==> config.mk <==
export PLATFORM = sky130hd
export DESIGN_NAME = bias_stream_sched
export DESIGN_NICKNAME = d
export VERILOG_FILES = /design/src/rtl/bias_stream_sched_pkg.sv /design/src/rtl/bias_stream_sched_skid_fifo2.sv /design/src/rtl/bias_stream_sched.sv
export SDC_FILE = /design/constraint.sdc
export NUM_CORES = 1
export LEC_CHECK = 0
export BUFFER_PORTS_ARGS = -buffer_cell sky130_fd_sc_hd__buf_4
export CAP_MARGIN = 20
export CELL_PAD_IN_SITES_DETAIL_PLACEMENT = 1
export CELL_PAD_IN_SITES_GLOBAL_PLACEMENT = 1
export CORE_UTILIZATION = 40
export DETAILED_ROUTE_END_ITERATION = 6
export PLACE_DENSITY_LB_ADDON = 0.1
export SKIP_CTS_REPAIR_TIMING = 1
export SLEW_MARGIN = 20
export SYNTH_ARGS = -nofsm -noshare
export SYNTH_HDL_FRONTEND = slang
export SYNTH_HIERARCHICAL = 1
export SYNTH_SLANG_ARGS = --single-unit
==> constraint.sdc <==
create_clock -name ap_clk -period 2 [get_ports ap_clk]
set_input_delay 0.4 -clock ap_clk [delete_from_list [all_inputs] [get_ports ap_clk]]
set_output_delay 0.4 -clock ap_clk [all_outputs]
set_load 0.02 [all_outputs]
==> src/rtl/bias_stream_sched_pkg.sv <==
// Shared definitions for the bias stream sequencer.
// - Default bias word width and per-layer channel/repeat counts.
// - FSM state encodings (IDLE, RUN, DRAIN).
// - Counter width helper that never returns less than one bit.
package bias_stream_sched_pkg;

  localparam int COEFF_WIDTH_DEF = 16;
  localparam int NUM_CH_DEF      = 32;
  localparam int NUM_REPEAT_DEF  = 64;

  localparam logic [1:0] ST_IDLE  = 2'd0;
  localparam logic [1:0] ST_RUN   = 2'd1;
  localparam logic [1:0] ST_DRAIN = 2'd2;

  // Width needed to count 0..n-1, at least one bit so a single-entry
  // counter still has a real signal behind it.
  function automatic int cnt_width(input int n);
    return (n > 32'sd1) ? $clog2(n) : 32'sd1;
  endfunction

endpackage

==> src/rtl/bias_stream_sched_skid_fifo2.sv <==
// Two-entry registered FIFO used as the skid buffer between the ROM read
// port and the output stream.
// Ports:
//   clk, rst_n : clock and asynchronous active-low reset
//   push, din  : write a word at the tail (ignored when full without pop)
//   pop        : remove the head word (ignored when empty)
//   occ        : current occupancy 0..2
//   head       : oldest word, always taken straight from a register
module bias_stream_sched_skid_fifo2
  import bias_stream_sched_pkg::*;
#(
  parameter int W = COEFF_WIDTH_DEF
) (
  input  logic         clk,
  input  logic         rst_n,
  input  logic         push,
  input  logic [W-1:0] din,
  input  logic         pop,
  output logic [1:0]   occ,
  output logic [W-1:0] head
);

  logic [W-1:0] mem0_q, mem0_d;
  logic [W-1:0] mem1_q, mem1_d;
  logic [1:0]   occ_q, occ_d;

  // Next-state for the two slots; mem0 is always the head so a pop shifts
  // mem1 forward, and a simultaneous push/pop keeps occupancy and order.
  always_comb begin
    mem0_d = mem0_q;
    mem1_d = mem1_q;
    occ_d  = occ_q;
    case (occ_q)
      2'd0: begin
        if (push) begin
          mem0_d = din;
          occ_d  = 2'd1;
        end else begin
          occ_d = 2'd0;
        end
      end
      2'd1: begin
        if (push && pop) begin
          mem0_d = din;
        end else if (push) begin
          mem1_d = din;
          occ_d  = 2'd2;
        end else if (pop) begin
          occ_d = 2'd0;
        end else begin
          occ_d = 2'd1;
        end
      end
      2'd2: begin
        if (pop) begin
          mem0_d = mem1_q;
          if (push) begin
            mem1_d = din;
          end else begin
            occ_d = 2'd1;
          end
        end else begin
          occ_d = 2'd2;
        end
      end
      default: begin
        occ_d = 2'd0;
      end
    endcase
  end

  // Storage and occupancy registers.
  always_ff @(posedge clk or negedge rst_n) begin
    if (!rst_n) begin
      mem0_q <= '0;
      mem1_q <= '0;
      occ_q  <= 2'd0;
    end else begin
      mem0_q <= mem0_d;
      mem1_q <= mem1_d;
      occ_q  <= occ_d;
    end
  end

  assign occ  = occ_q;
  assign head = mem0_q;

endmodule

==> src/rtl/bias_stream_sched.sv <==
// Bias stream sequencer: on ap_start, reads the NUM_CH-entry bias ROM
// NUM_REPEAT times in channel order and writes every word into the
// downstream stream FIFO, then pulses ap_done.
// Ports:
//   ap_clk, ap_rst_n            : clock, asynchronous active-low reset
//   ap_start / ap_done / ap_idle: block-level handshake
//   bias_address, bias_ce, bias_q: registered ROM port (1-cycle latency)
//   output_V_din/_write/_full_n : output stream with back-pressure
module bias_stream_sched
  import bias_stream_sched_pkg::*;
#(
  parameter int COEFF_WIDTH = COEFF_WIDTH_DEF,
  parameter int NUM_CH      = NUM_CH_DEF,
  parameter int NUM_REPEAT  = NUM_REPEAT_DEF,
  parameter int ADDR_W      = cnt_width(NUM_CH)
) (
  input  logic                   ap_clk,
  input  logic                   ap_rst_n,
  input  logic                   ap_start,
  output logic                   ap_done,
  output logic                   ap_idle,
  output logic [ADDR_W-1:0]      bias_address,
  output logic                   bias_ce,
  input  logic [COEFF_WIDTH-1:0] bias_q,
  output logic [COEFF_WIDTH-1:0] output_V_din,
  input  logic                   output_V_full_n,
  output logic                   output_V_write
);

  localparam int RP_W = cnt_width(NUM_REPEAT);
  localparam logic [ADDR_W-1:0] CH_LAST = ADDR_W'(NUM_CH - 1);
  localparam logic [RP_W-1:0]   RP_LAST = RP_W'(NUM_REPEAT - 1);

  logic [1:0]             state_q, state_d;
  logic [ADDR_W-1:0]      ch_q, ch_d;
  logic [RP_W-1:0]        rp_q, rp_d;
  logic                   inflight_q, inflight_d;
  logic [1:0]             occ;
  logic [COEFF_WIDTH-1:0] head;
  logic                   pop;
  logic                   issue;
  logic                   done;
  logic [2:0]             credit_used;
  logic [2:0]             credit_avail;

  // Credit check: words buffered plus the word still coming back from the
  // ROM must leave room, counting the slot freed by this cycle's pop.
  always_comb begin
    pop          = (occ != 2'd0) && output_V_full_n;
    credit_used  = {1'b0, occ} + {2'b00, inflight_q};
    credit_avail = 3'd2 + {2'b00, pop};
    if ((state_q == ST_RUN) && (credit_used < credit_avail)) begin
      issue = 1'b1;
    end else begin
      issue = 1'b0;
    end
  end

  // Sequencer FSM and channel/repeat counters.
  always_comb begin
    state_d    = state_q;
    ch_d       = ch_q;
    rp_d       = rp_q;
    done       = 1'b0;
    inflight_d = issue;
    case (state_q)
      ST_IDLE: begin
        if (ap_start) begin
          state_d = ST_RUN;
          ch_d    = '0;
          rp_d    = '0;
        end else begin
          state_d = ST_IDLE;
        end
      end
      ST_RUN: begin
        if (issue) begin
          if (ch_q == CH_LAST) begin
            ch_d = '0;
            if (rp_q == RP_LAST) begin
              rp_d    = '0;
              state_d = ST_DRAIN;
            end else begin
              rp_d = rp_q + RP_W'(1);
            end
          end else begin
            ch_d = ch_q + ADDR_W'(1);
          end
        end else begin
          state_d = ST_RUN;
        end
      end
      ST_DRAIN: begin
        // Done only once the last ROM word has landed and been written out.
        if ((occ == 2'd0) && !inflight_q) begin
          done    = 1'b1;
          state_d = ST_IDLE;
        end else begin
          state_d = ST_DRAIN;
        end
      end
      default: begin
        state_d = ST_IDLE;
      end
    endcase
  end

  // Control state registers.
  always_ff @(posedge ap_clk or negedge ap_rst_n) begin
    if (!ap_rst_n) begin
      state_q    <= ST_IDLE;
      ch_q       <= '0;
      rp_q       <= '0;
      inflight_q <= 1'b0;
    end else begin
      state_q    <= state_d;
      ch_q       <= ch_d;
      rp_q       <= rp_d;
      inflight_q <= inflight_d;
    end
  end

  bias_stream_sched_skid_fifo2 #(
    .W (COEFF_WIDTH)
  ) u_skid (
    .clk   (ap_clk),
    .rst_n (ap_rst_n),
    .push  (inflight_q),
    .din   (bias_q),
    .pop   (pop),
    .occ   (occ),
    .head  (head)
  );

  assign bias_ce        = issue;
  assign bias_address   = ch_q;
  assign output_V_write = pop;
  assign output_V_din   = head;
  assign ap_done        = done;
  assign ap_idle        = (state_q == ST_IDLE);

endmodule

Yosys cells after proc, flatten, opt, wreduce, memory -nomap -nowiden --
Index checks and enable logic that the tools add are counted.
Word-level totals: bits in registers 48, output and inout port bits 25
Cells by class: add/sub/neg operators 4, order comparisons 1, eq/ne operators 16, muxes and demuxes 33, reductions and logical operators 17
Operators with widths (number):
- 2-to-1 mux 16 bit | 6
- one-hot mux 16 bit (3 select lines) | 1
- one-hot mux 16 bit (2 select lines) | 1
- 2-to-1 mux 6 bit | 4
- 2-to-1 mux 2 bit | 8
- 2-to-1 mux 5 bit | 3
- one-hot mux 2 bit (3 select lines) | 2
- one-hot mux 6 bit (2 select lines) | 1
- one-hot mux 5 bit (2 select lines) | 1
- inequality test 2 bit (second input constant) | 4
- AND reduction 4 bit | 2
- adder 6 x 1 -> 6 bit (second input constant) | 1
- equality test 6 bit (second input constant) | 1
- 2-to-1 mux 1 bit | 6
- inequality test 2 x 1 -> 1 bit (second input constant) | 3
- inequality test 3 x 2 -> 1 bit (second input constant) | 2
- AND reduction 3 bit | 2
- nonzero test 2 bit | 3
- adder 5 x 1 -> 5 bit (second input constant) | 1
- equality test 5 bit (second input constant) | 1
- equality test 2 x 1 -> 1 bit (second input constant) | 2
- equality test 2 bit (second input constant) | 2
- logical AND 1 bit | 4
- logical NOT 2 bit | 2
- 7 further kinds | 8

Longest topological paths before layout --
Gate-level depths: netlist of run 1.
depth after elaboration 8, depth in mapped cells 7

By module --
Netlist of run 1, hierarchy kept.
Modules (own cells, without submodules):
- bias_stream_sched_skid_fifo2 | instances 1, cells an instance 100, area each 1569.0 µm², sequential area each 850.8 µm²
- bias_stream_sched | instances 1, cells an instance 79, area each 819.5 µm², sequential area each 350.3 µm²

Least setup slack after synthesis of run 1 --
Ideal clock, no wire load.
path type flip-flop to output port, start register inflight_q, end output port bias_ce, data arrival time 1637 ps, data required time 1600 ps, path slack -37 ps, stages on the path, launching flop included 5, buffers on the path 0, cell sequence dfrtp_1 -> ha_1 -> ha_1 -> o21a_1 -> nor3_1
Between the ends: cells in the longest elaborated chain, start to end 4
Ends and longest elaborated chain:
- start, declared | line bias_stream_sched.sv:37 | logic inflight_q, inflight_d;
- start signal, assigned | line bias_stream_sched.sv:119 | inflight_q <= inflight_d;
- adder 2 x 1 -> 3 bit | line bias_stream_sched.sv:50 | credit_used = {1'b0, occ} + {2'b00, inflight_q};
- less-than comparator 3 bit | line bias_stream_sched.sv:52 | if ((state_q == ST_RUN) && (credit_used < credit_avail)) begin
- logical AND 1 bit | line bias_stream_sched.sv:52
- 2-to-1 mux 1 bit | line bias_stream_sched.sv:52
- end, declared | line bias_stream_sched.sv:23 | output logic bias_ce,
No other way between the ends.

Worst setup path after layout of run 1 --
Same ends and word-level chain as after synthesis.

==> metrics.md, run 1 <==
| Metric | Value |
|---|---|
| GRT Total Usage | 17.99% |
| Critical Path Max Stage Delay | 0.41 ns |
| Initial antenna violation count | 0 |
| Routability congestion estimate | 0.8011 |
| Area grow syn2layout | 26.77% |
| Synth Flop Type | dfrtp_1 |
| Leak | between 1 and 1.5 nW |
| Simple-gate share of the synthesized area | 9.691% |
| Adder-cell share of the synthesized area | 2.619% |
| Drt wl/cell | 16.60 um |
| Critical path launch point type | flip-flop |
| Largest family of logic cells by synthesized area | multiplexers |
| Max Clock Freq | 511.5 MHz |
| Ys async rst share | 100.0% |
| Initial Util | 42.34% |
| Core ar. | 0.005642 mm^2 |
| Root Driver | clkbuf_8 |
| Logic pwr share | between 50% and 60% |
| Nets@finish | 266 |
| Die area | between 0.006 and 0.007 mm^2 |
| CP Class | reg2out |
| Die Ht | 79.28 um |
| Yosys reg bits | 48 |
| Mux cell area share after synthesis | 24.62% |
| Tmin final | a little under 2 ns |
| RSZ-0062 raised after global routing | true |
| Most frequent cells in the layout | 58 x buf_4, 47 x dfrtp_1, 28 x mux2_2 |
| Grt ovf | 0 |
| Endpoints failing hold | 0 |
| Horiz. Die Dim | 79.28 um |
| Number of synthesized flops with an enable pin | 0 |
| WP buf/inv | 1 |
| CTS buffer count | 5 |
| Worst-path clk slew | ~0.09 ns |
| Setup violators final | 0 |
| Slew HR | 59.24% |
| Crit share post-route | 97.75% |
| Antenna-violating nets left | 0 |
| Sequential fraction of the synthesis area | about 50% |
| Yosys top cell by area | dfrtp_1 |
| CTS Buffer Depth | 2 |
| Drt via density | ~5.4 |
| Post-Syn Area | about 0.0024 mm^2 |
| Multi-input gate area | 0.001151 mm^2 |
| Clock Sinks | 48 |
| Worst Setup Slack, final | 0.04509 ns |
| Crit path cell chain | ha_2, ha_4, o21a_4, nor3_4, buf_6 |
| CP top delay family | adder cells |
| FF/Latch Area | 0.001202 mm^2 |
| Via Count | 1699 |
| Net switching power figure | 0.001908 W |
| Worst Tran Pin Value | a little over 0.6 ns |
| Placed cell areas | about 0.0029 mm^2 |
| CP max-delay cell | dfrtp_1 |
| Synthesized Nets | 204 |
| Worst VDD drop | just under 0.8 mV |
| 1st-iter DRT viols | 76 |
| Clock share of power | 13.2% |
| Status | finished clean |
| Site Rows | 27 |
| Post-synthesis compound-gate area fraction | 9.848% |
| Hold_ws | 0.09988 ns |
| Place WS | 0.06590 ns |
| Io pins | between 40 and 50 |
| Commonest non-fill, non-tap cell in the layout | buf_4 |
| Clk_skew | between 0.01 and 0.015 ns |
| Clk_lat worst skew | 0.30 ns |
| Net Sw Frac | 36.45% |
| Worst Path Required | 1.60 ns |
| N_diodes | 0 |
| Drt first pass iters | 4 |
| Post-Synthesis Cells | 179 |
| DRT Wirelength | between 5000 and 6000 um |
| TritonCTS clock tree | built |
| Post-Synth XOR/XNOR Area | 0% |
| H-tree levels | 2 |
| Critical path endpoint category | output port |
| Post-synth cell types | 46 |
| Critical Path AT | around 1.6 ns |
| Power Density | 1728 mW/mm^2 |
| Flop pwr share | 32.7% |
| Fraction of layout cells with a size suffix above 1 | just under 50% |
| Post-synth top area share | ~50% |
| DP HPWL | 3899 um |
| Largest cells by area after synthesis | dfrtp_1 50%, mux2_2 13%, mux2_4 6.3% |
| CP Max Fanout | 3 |
| Largest net degree at the start of global routing | 49 |
| Vias in the first global route | 1732 |
| Final Cell Area | 0.003028 mm^2 |
| First-pass GRT wire length | 8631 um |
| Slew Viols, Final | 0 |
| Int Pwr | 0.003326 W |
| # Max-Cap Violations | 0 |
| TNS Setup | 0 ns |
| Drc violations | 0 |
| Port Buffers | 44 |
| Syn Area/Cell | approximately 13 um^2 |
| Yosys warning total | 6 |
| Filler cell count | just under 600 |
| Worst hold path class | in2async |
Yosys cell counts, types with 2 or more instances:
library cell and n:
o22ai_1 2, nor2_1 8, a21o_1 3, a22o_1 5
and3_1 4, nand2_1 2, nand3_1 2, nor3_1 3
nand2b_1 4, and2_1 2, mux2_1 10, a31oi_1 4
ha_1 5, buf_4 2, nor2b_1 3, o2bb2ai_1 2
mux2_2 28, dfrtp_1 48, inv_1 5, and4_1 2
mux2_4 10
per-stage QoR:
step | total power (W) | instances | util, %
final | 0.005233 | 314 | 53.67
after floorplan | 0.003546 | 179 | -
after detailed placement | 0.004441 | 302 | 50.57
after global placement | 0.004289 | 302 | 50.57
after CTS | 0.005139 | 310 | 52.47
after global routing | 0.005589 | 314 | 53.67
final timing paths:
path / slack, ns / startpoint / end / cells past startpoint
setup / recovery: 0.05 / inflight_q$_DFF_PN0_ / bias_ce / 5
hold / removal: 0.1 / ap_rst_n / bias_address[3]$_DFFE_PN0P_ / 1
setup reg to reg: 0.05 / bias_address[1]$_DFFE_PN0P_ / rp_q[5]$_DFFE_PN0P_ / 6
hold reg to reg: 0.49 / u_skid/mem1_q[8]$_DFFE_PN0P_ / u_skid/mem1_q[8]$_DFFE_PN0P_ / 1
max in group asynchronous: 1.45 / ap_rst_n / u_skid/occ[1]$_DFFE_PN0P_ / 1
min in group ap_clk: 0.33 / bias_q[7] / u_skid/mem1_q[7]$_DFFE_PN0P_ / 2
flip-flops by register name (all words and copies together) (netlist names):
name and flops:
rp_q 6, u_skid/head 16, inflight_q 1, u_skid/mem1_q 16
bias_address 5, u_skid/occ 2, state_q 2
logic make-up (layout without fill, tap and decap cells):
family | Yosys count | count (layout)
mux | 49 | 49
buf+inv | 10 | 73
fa+ha+maj | 5 | 5
compound gates | 30 | 30
simple gates | 37 | 37
flops | 48 | 48
layout make-up:
cell class	instances	area share [%]
sequential	48	39.71
clock inverter	2	1.157
tap	72	2.975
multi-input combinational	121	38.02
timing repair buffer	60	15.12
clock buffer	6	2.397
inverter	5	0.6198
layer usage:
metal	wire length (um)	global-route usage, %	share of wire, %
met1	2362	24.39	45
met3	225	4.368	4.3
met4	33	6.000	0.63
met2	2591	28.10	50
met5	0	0	0
power groups by stage:
stage	logic, W	clock network, W	registers [W]
floorplan	0.00161	0	0.00194
global placement	0.00260	0	0.00169
detailed placement	0.00271	0	0.00173
CTS	0.00272	0.000709	0.00171
global route	0.00307	0.000748	0.00177
finish	0.00284	0.000688	0.00171
Note: power is estimated with default switching activity, not from simulation.
==> inputs of run 2 (changes only) <==
--- a/config.mk
+++ b/config.mk
@@ -12,6 +12,7 @@
 export CORE_UTILIZATION = 40
 export DETAILED_ROUTE_END_ITERATION = 6
 export PLACE_DENSITY_LB_ADDON = 0.1
+export RECOVER_POWER = 50
 export SKIP_CTS_REPAIR_TIMING = 1
 export SLEW_MARGIN = 20
 export SYNTH_ARGS = -nofsm -noshare
==> run 2 against run 1 <==
Global-route usage unchanged. Non-clock buffer count unchanged. Combinational power down 4%. Cell count unchanged. Total power down 1.9%. Clock power about the same. Maximum frequency about the same. Cell area down 1.4%. Die area unchanged. Via count up 0.29%. Critical endpoint unchanged.
==> metrics.md, run 2 (synthesis gave the netlist of run 1 again) <==
| Metric | Value |
|---|---|
| Status | finished clean |
| Largest net degree at the start of global routing | 49 |
| CP Class | reg2out |
| H-tree levels | 2 |
| Critical path launch point type | flip-flop |
| Crit path cell chain | ha_2, ha_4, o21a_4, nor3_4, buf_6 |
| Commonest non-fill, non-tap cell in the layout | dfrtp_1 |
| Final Cell Area | 0.002984 mm^2 |
| Net switching power figure | 0.001905 W |
| Multi-input gate area | 0.001151 mm^2 |
| Finished Core Util | between 50% and 60% |
| Routability congestion estimate | around 0.8 |
| Fin cells | 314 |
| Drt first pass iters | 4 |
| Net Sw Frac | 37.10% |
| Clock share of power | 13.4% |
| Grt ovf | 0 |
| Initial antenna violation count | 0 |
| CTS buffer count | 5 |
| Setup violators final | 0 |
| Critical Path Max Stage Delay | 0.41 ns |
| Die Ht | 79.28 um |
| Power Density | 1721 mW/mm^2 |
| Clock Sinks | between 40 and 50 |
| Worst-path clk slew | 0.09 ns |
| CTS Buffer Depth | 2 |
| FF/Latch Area | 0.001202 mm^2 |
| Worst Path Required | 1.60 ns |
| First-pass GRT wire length | 8631 um |
| Flop pwr share | 33.2% |
| Die area | 0.006285 mm^2 |
| TritonCTS clock tree | built |
| 1st-iter DRT viols | 75 |
| Tmin final | 1.955 ns |
| Crit share post-route | between 90% and 100% |
| Clk_lat worst skew | ~0.30 ns |
| CP max-delay cell | dfrtp_1 |
| RSZ-0062 raised after global routing | true |
| Cell count after placement | roughly 300 |
| Endpoints failing hold | 0 |
| Io pins | 45 |
| Core ar. | 0.005642 mm^2 |
| DRT Wirelength | between 5000 and 6000 um |
| CP Max Fanout | 3 |
| Root Driver | clkbuf_8 |
| Worst Tran Pin Value | 1.196 ns |
| Drc violations | 0 |
| Logic pwr share | 53.4% |
| Placed cell areas | between 0.002 and 0.003 mm^2 |
| Worst VDD drop | 0.6987 mV |
| Clk_skew | 0.01037 ns |
| TNS Setup | 0 ns |
| Antenna-violating nets left | 0 |
| Horiz. Die Dim | 79.28 um |
| GRT Total Usage | 17.99% |
| Critical Path AT | about 1.6 ns |
| Area grow syn2layout | 24.93% |
| Critical path endpoint category | output port |
| Slew HR | 20.29% |
| DP HPWL | between 3000 and 4000 um |
| Most frequent cells in the layout | 47 x dfrtp_1, 46 x buf_4, 28 x mux2_2 |
| Slew Viols, Final | 0 |
| Drt via density | 5.427 |
| Nets@finish | 266 |
| Site Rows | 27 |
| Vias in the first global route | 1732 |
| Worst hold path class | in2async |
| Filler cell count | 596 |
| Int Pwr | 0.003230 W |
| # Max-Cap Violations | 0 |
| Initial Util | between 40% and 50% |
| Drt wl/cell | roughly 17 um |
| Via Count | 1704 |
| N_diodes | 0 |
| Max Clock Freq | 511.5 MHz |
| Fraction of layout cells with a size suffix above 1 | between 40 and 50% |
| Port Buffers | 44 |
| Power Total | 0.005136 W |
| Leak | 1.378 nW |
[run 2: changes by cell type in the layout (fill, tap and decap cells not counted), sizes merged]
cell	before	now
buf	60	48
clkbuf	6	18
[run 2: path summary, 6_finish.rpt]
kind                                              start                           end  slack, ns  depth (start not counted)
max                                inflight_q$_DFF_PN0_                       bias_ce       0.05                          5
min                                            ap_rst_n   bias_address[3]$_DFFE_PN0P_       0.33                          1
max reg2reg                   u_skid/occ[1]$_DFFE_PN0P_    u_skid/head[6]$_DFFE_PN0P_       0.05                          6
min reg2reg                u_skid/mem1_q[8]$_DFFE_PN0P_  u_skid/mem1_q[8]$_DFFE_PN0P_       0.49                          1
max in group asynchronous                      ap_rst_n     u_skid/occ[1]$_DFFE_PN0P_       0.86                          1
min in group ap_clk                           bias_q[7]  u_skid/mem1_q[7]$_DFFE_PN0P_       0.33                          2
[run 2: per-stage QoR]
| stage | setup WS (ns) | hold slack, ns |
|---|---|---|
| finish | 0.04514 | 0.3270 |
| global route | -0.02939 | 0.3096 |
| CTS | -0.2102 | 0.1330 |
| detailed placement | 0.06590 | 0.4596 |
| global placement | 0.1356 | 0.4459 |
| floorplan | 0.02287 | 0.1044 |
[run 2: power groups by stage]
stage                     sequential [W]  combinational (W)  clock [W]
after floorplan                  0.00194            0.00161          0
after global placement           0.00169            0.00260          0
after detailed placement         0.00173            0.00271          0
after CTS                        0.00171            0.00272   0.000709
after global routing             0.00176            0.00297   0.000748
final                            0.00171            0.00274   0.000688
[run 2: critical path: cells and delay by family (launching register included)]
family                     cells  cell delay (ns)
AOI/OAI and AO/OA              1             0.13
adders and majority gates      2             0.43
buffers and inverters          1             0.14
DFF                            1             0.41
and+or+nand+nor                1             0.14
[run 2: routing by layer]
metal  vias to the layer above  wire [um]  track usage (%)
met3                         5        226            4.368
met4                         0         33            6.000
met5                         -          0                0
met2                        35       2585            28.10
met1                       878       2357            24.39
li1                        786          -                -
[run 2: cell type report]
class | count | area share [%]
multi-input cells | 121 | 38.57
clock buffers | 6 | 2.432
well taps | 72 | 3.019
inverters | 5 | 0.6289
repair buffers | 60 | 13.88
flip-flops and latches | 48 | 40.29
clock inverters | 2 | 1.174
==> inputs of run 3 (changes only) <==
--- a/config.mk
+++ b/config.mk
@@ -5,7 +5,7 @@
 export SDC_FILE = /design/constraint.sdc
 export NUM_CORES = 1
 export LEC_CHECK = 0
-export BUFFER_PORTS_ARGS = -buffer_cell sky130_fd_sc_hd__buf_4
+export BUFFER_PORTS_ARGS = -buffer_cell sky130_fd_sc_hd__buf_2
 export CAP_MARGIN = 20
 export CELL_PAD_IN_SITES_DETAIL_PLACEMENT = 1
 export CELL_PAD_IN_SITES_GLOBAL_PLACEMENT = 1
==> run 3 against run 2 <==
The flow now finishes with violations (max-capacitance violations, max-slew violations). Wire length grew 7.8%. Sequential power is essentially flat. Maximum frequency shrank 1.6%. Clock-buffer cell count is the same. Cell count grew 1.3%. Utilization shrank 0.62 points. Total power shrank 1.1%. Clock skew shrank 0.0017 ns. Non-clock buffer count grew 4. Clock power shrank 11%. Die area is the same.
==> metrics.md, run 3 (synthesis gave the netlist of run 1 again) <==
| Metric | Value |
|---|---|
| Max Clock Freq | 503.1 MHz |
| Failing checks | max-capacitance violations, max-slew violations |
| Site Rows | 27 |
| Flop pwr share | 33.7% |
| Power Density | 1723 mW/mm^2 |
| Logic pwr share | 54.2% |
| Io pins | 45 |
| Commonest non-fill, non-tap cell in the layout | dfrtp_1 |
| Worst hold path class | in2reg |
| Largest net degree at the start of global routing | 28 |
| Drt via density | around 5.3 |
| Reg-to-reg slack, setup | 0.07 ns |
| Worst-path clk slew | about 0.09 ns |
| Area grow syn2layout | 23.47% |
| Crit share post-route | 99.38% |
| CP Max Fanout | 3 |
| Port Buffers | 44 |
| Worst Tran Pin Value | about 1.5 ns |
| Drt wl/cell | roughly 18 um |
| Tmin final | 1.988 ns |
| Slew HR | -0.2867% |
| Clock share of power | between 10% and 20% |
| Setup violators final | 0 |
| Antenna-violating nets left | 0 |
| Critical path endpoint category | output port |
| Critical path launch point type | flip-flop |
| Core ar. | about 0.0056 mm^2 |
| Nets@finish | 270 |
| RSZ-0062 raised after global routing | true |
| Vias in the first global route | 1865 |
| Slew Viols, Final | 26 |
| CTS Buffer Depth | 2 |
| Root Driver | clkbuf_8 |
| Crit path cell chain | ha_4, ha_4, o21a_1, nor3_2, buf_4 |
| Worst Path Required | 1.60 ns |
| CP max-delay cell | dfrtp_2 |
| Status | finished with violations |
| Drc violations | 0 |
| CTS buffer count | 5 |
| Critical Path Max Stage Delay | ~0.45 ns |
| Critical Path AT | 1.59 ns |
| Via Count | 1679 |
| N_diodes | 0 |
| Clk_lat worst skew | 0.30 ns |
| TritonCTS clock tree | built |
| Int Pwr | 0.003128 W |
| Clock Sinks | 48 |
| Most frequent cells in the layout | 47 x dfrtp_1, 33 x buf_2, 28 x mux2_2 |
| DP HPWL | between 4000 and 5000 um |
| Horiz. Die Dim | 79.28 um |
| Initial antenna violation count | 0 |
| Clk_skew | ~0.0086 ns |
| Die Ht | 79.28 um |
| Filler cell count | 601 |
| Worst VDD drop | ~0.74 mV |
| H-tree levels | 2 |
| Leak | 1.366 nW |
| Fraction of layout cells with a size suffix above 1 | between 40 and 50% |
| First-pass GRT wire length | 9197 um |
| Endpoints failing hold | 0 |
| Die area | approximately 0.0063 mm^2 |
| Routability congestion estimate | approximately 0.83 |
| Most used cell along the critical path | ha_4 |
| Drt first pass iters | 4 |
| Grt ovf | 0 |
| DRT Wirelength | 5607 um |
| # Max-Cap Violations | 1 |
| 1st-iter DRT viols | 41 |
| Finished Core Util | 52.27% |
| CP Class | reg2out |
| Hold_ws | 0.3203 ns |
| Net switching power figure | 0.001953 W |
| Initial Util | 42.34% |
| Net Sw Frac | between 30% and 40% |
| GRT Total Usage | 19.14% |
==> run 3: through the flow <==
| stage | instances | power, W | area (um^2) | worst slack (ns) | setup TNS, ns |
|---|---|---|---|---|---|
| floorplan | 179 | 0.003546 | 2394 | 0.02287 | 0 |
| global placement | 303 | 0.004148 | 2775 | 0.1757 | 0 |
| detailed placement | 303 | 0.004334 | 2775 | 0.03178 | 0 |
| CTS | 311 | 0.004964 | 2873 | -0.2165 | -0.2165 |
| global route | 318 | 0.005434 | 2949 | -0.05927 | -0.1478 |
| finish | 318 | 0.005081 | 2949 | 0.01246 | 0 |
==> run 3: cell type report <==
cell class                      instances  area, um^2  area share [%]
Multi-Input combinational cell        121        1155           39.16
Inverter                                5       18.77          0.6364
Sequential cell                        48        1202           40.77
Clock buffer                            6       82.58           2.800
Timing Repair Buffer                   64       385.4           13.07
Clock inverter                          2       15.01          0.5091
Tap cell                               72       90.09           3.055
==> run 3: power groups by stage <==
stage | Combinational, W | Sequential [W] | Clock [W]
2_1_floorplan | 0.00161 | 0.00194 | 0
3_3_place_gp | 0.00248 | 0.00167 | 0
3_5_place_dp | 0.00262 | 0.00171 | 0
4_1_cts | 0.00262 | 0.00170 | 0.000643
5_1_grt | 0.00298 | 0.00177 | 0.000678
6_report | 0.00275 | 0.00171 | 0.000615
==> run 3: worst max-delay path, delay by kind of cell (launching register included) <==
family          cells  cell delay [ns]
compound gates      1             0.12
buf+inv             1             0.17
fa+ha+maj           2             0.40
flops               1             0.45
simple gates        1             0.14
==> run 3: metal layers <==
metal / track usage, % / vias to the layer above / share of wire, % / routed length [um]
met1: 23.31 / 832 / 43 / 2414
li1: - / 802 / - / -
met4: 6.000 / 0 / 1.2 / 65
met2: 33.62 / 37 / 52 / 2911
met3: 4.023 / 8 / 3.9 / 216
met5: 0 / - / 0 / 0
==> run 3: final timing paths <==
| kind | endpoint | startpoint | depth (start not counted) |
|---|---|---|---|
| setup / recovery | bias_ce | u_skid/occ[0]$_DFFE_PN0P_ | 5 |
| max in group asynchronous | u_skid/mem1_q[9]$_DFFE_PN0P_ | ap_rst_n | 1 |
| hold reg to reg | u_skid/mem1_q[0]$_DFFE_PN0P_ | u_skid/mem1_q[0]$_DFFE_PN0P_ | 1 |
| hold / removal | u_skid/mem1_q[7]$_DFFE_PN0P_ | bias_q[7] | 2 |
| min in group asynchronous | bias_address[1]$_DFFE_PN0P_ | ap_rst_n | 1 |
| setup reg to reg | u_skid/head[15]$_DFFE_PN0P_ | u_skid/occ[1]$_DFFE_PN0P_ | 6 |
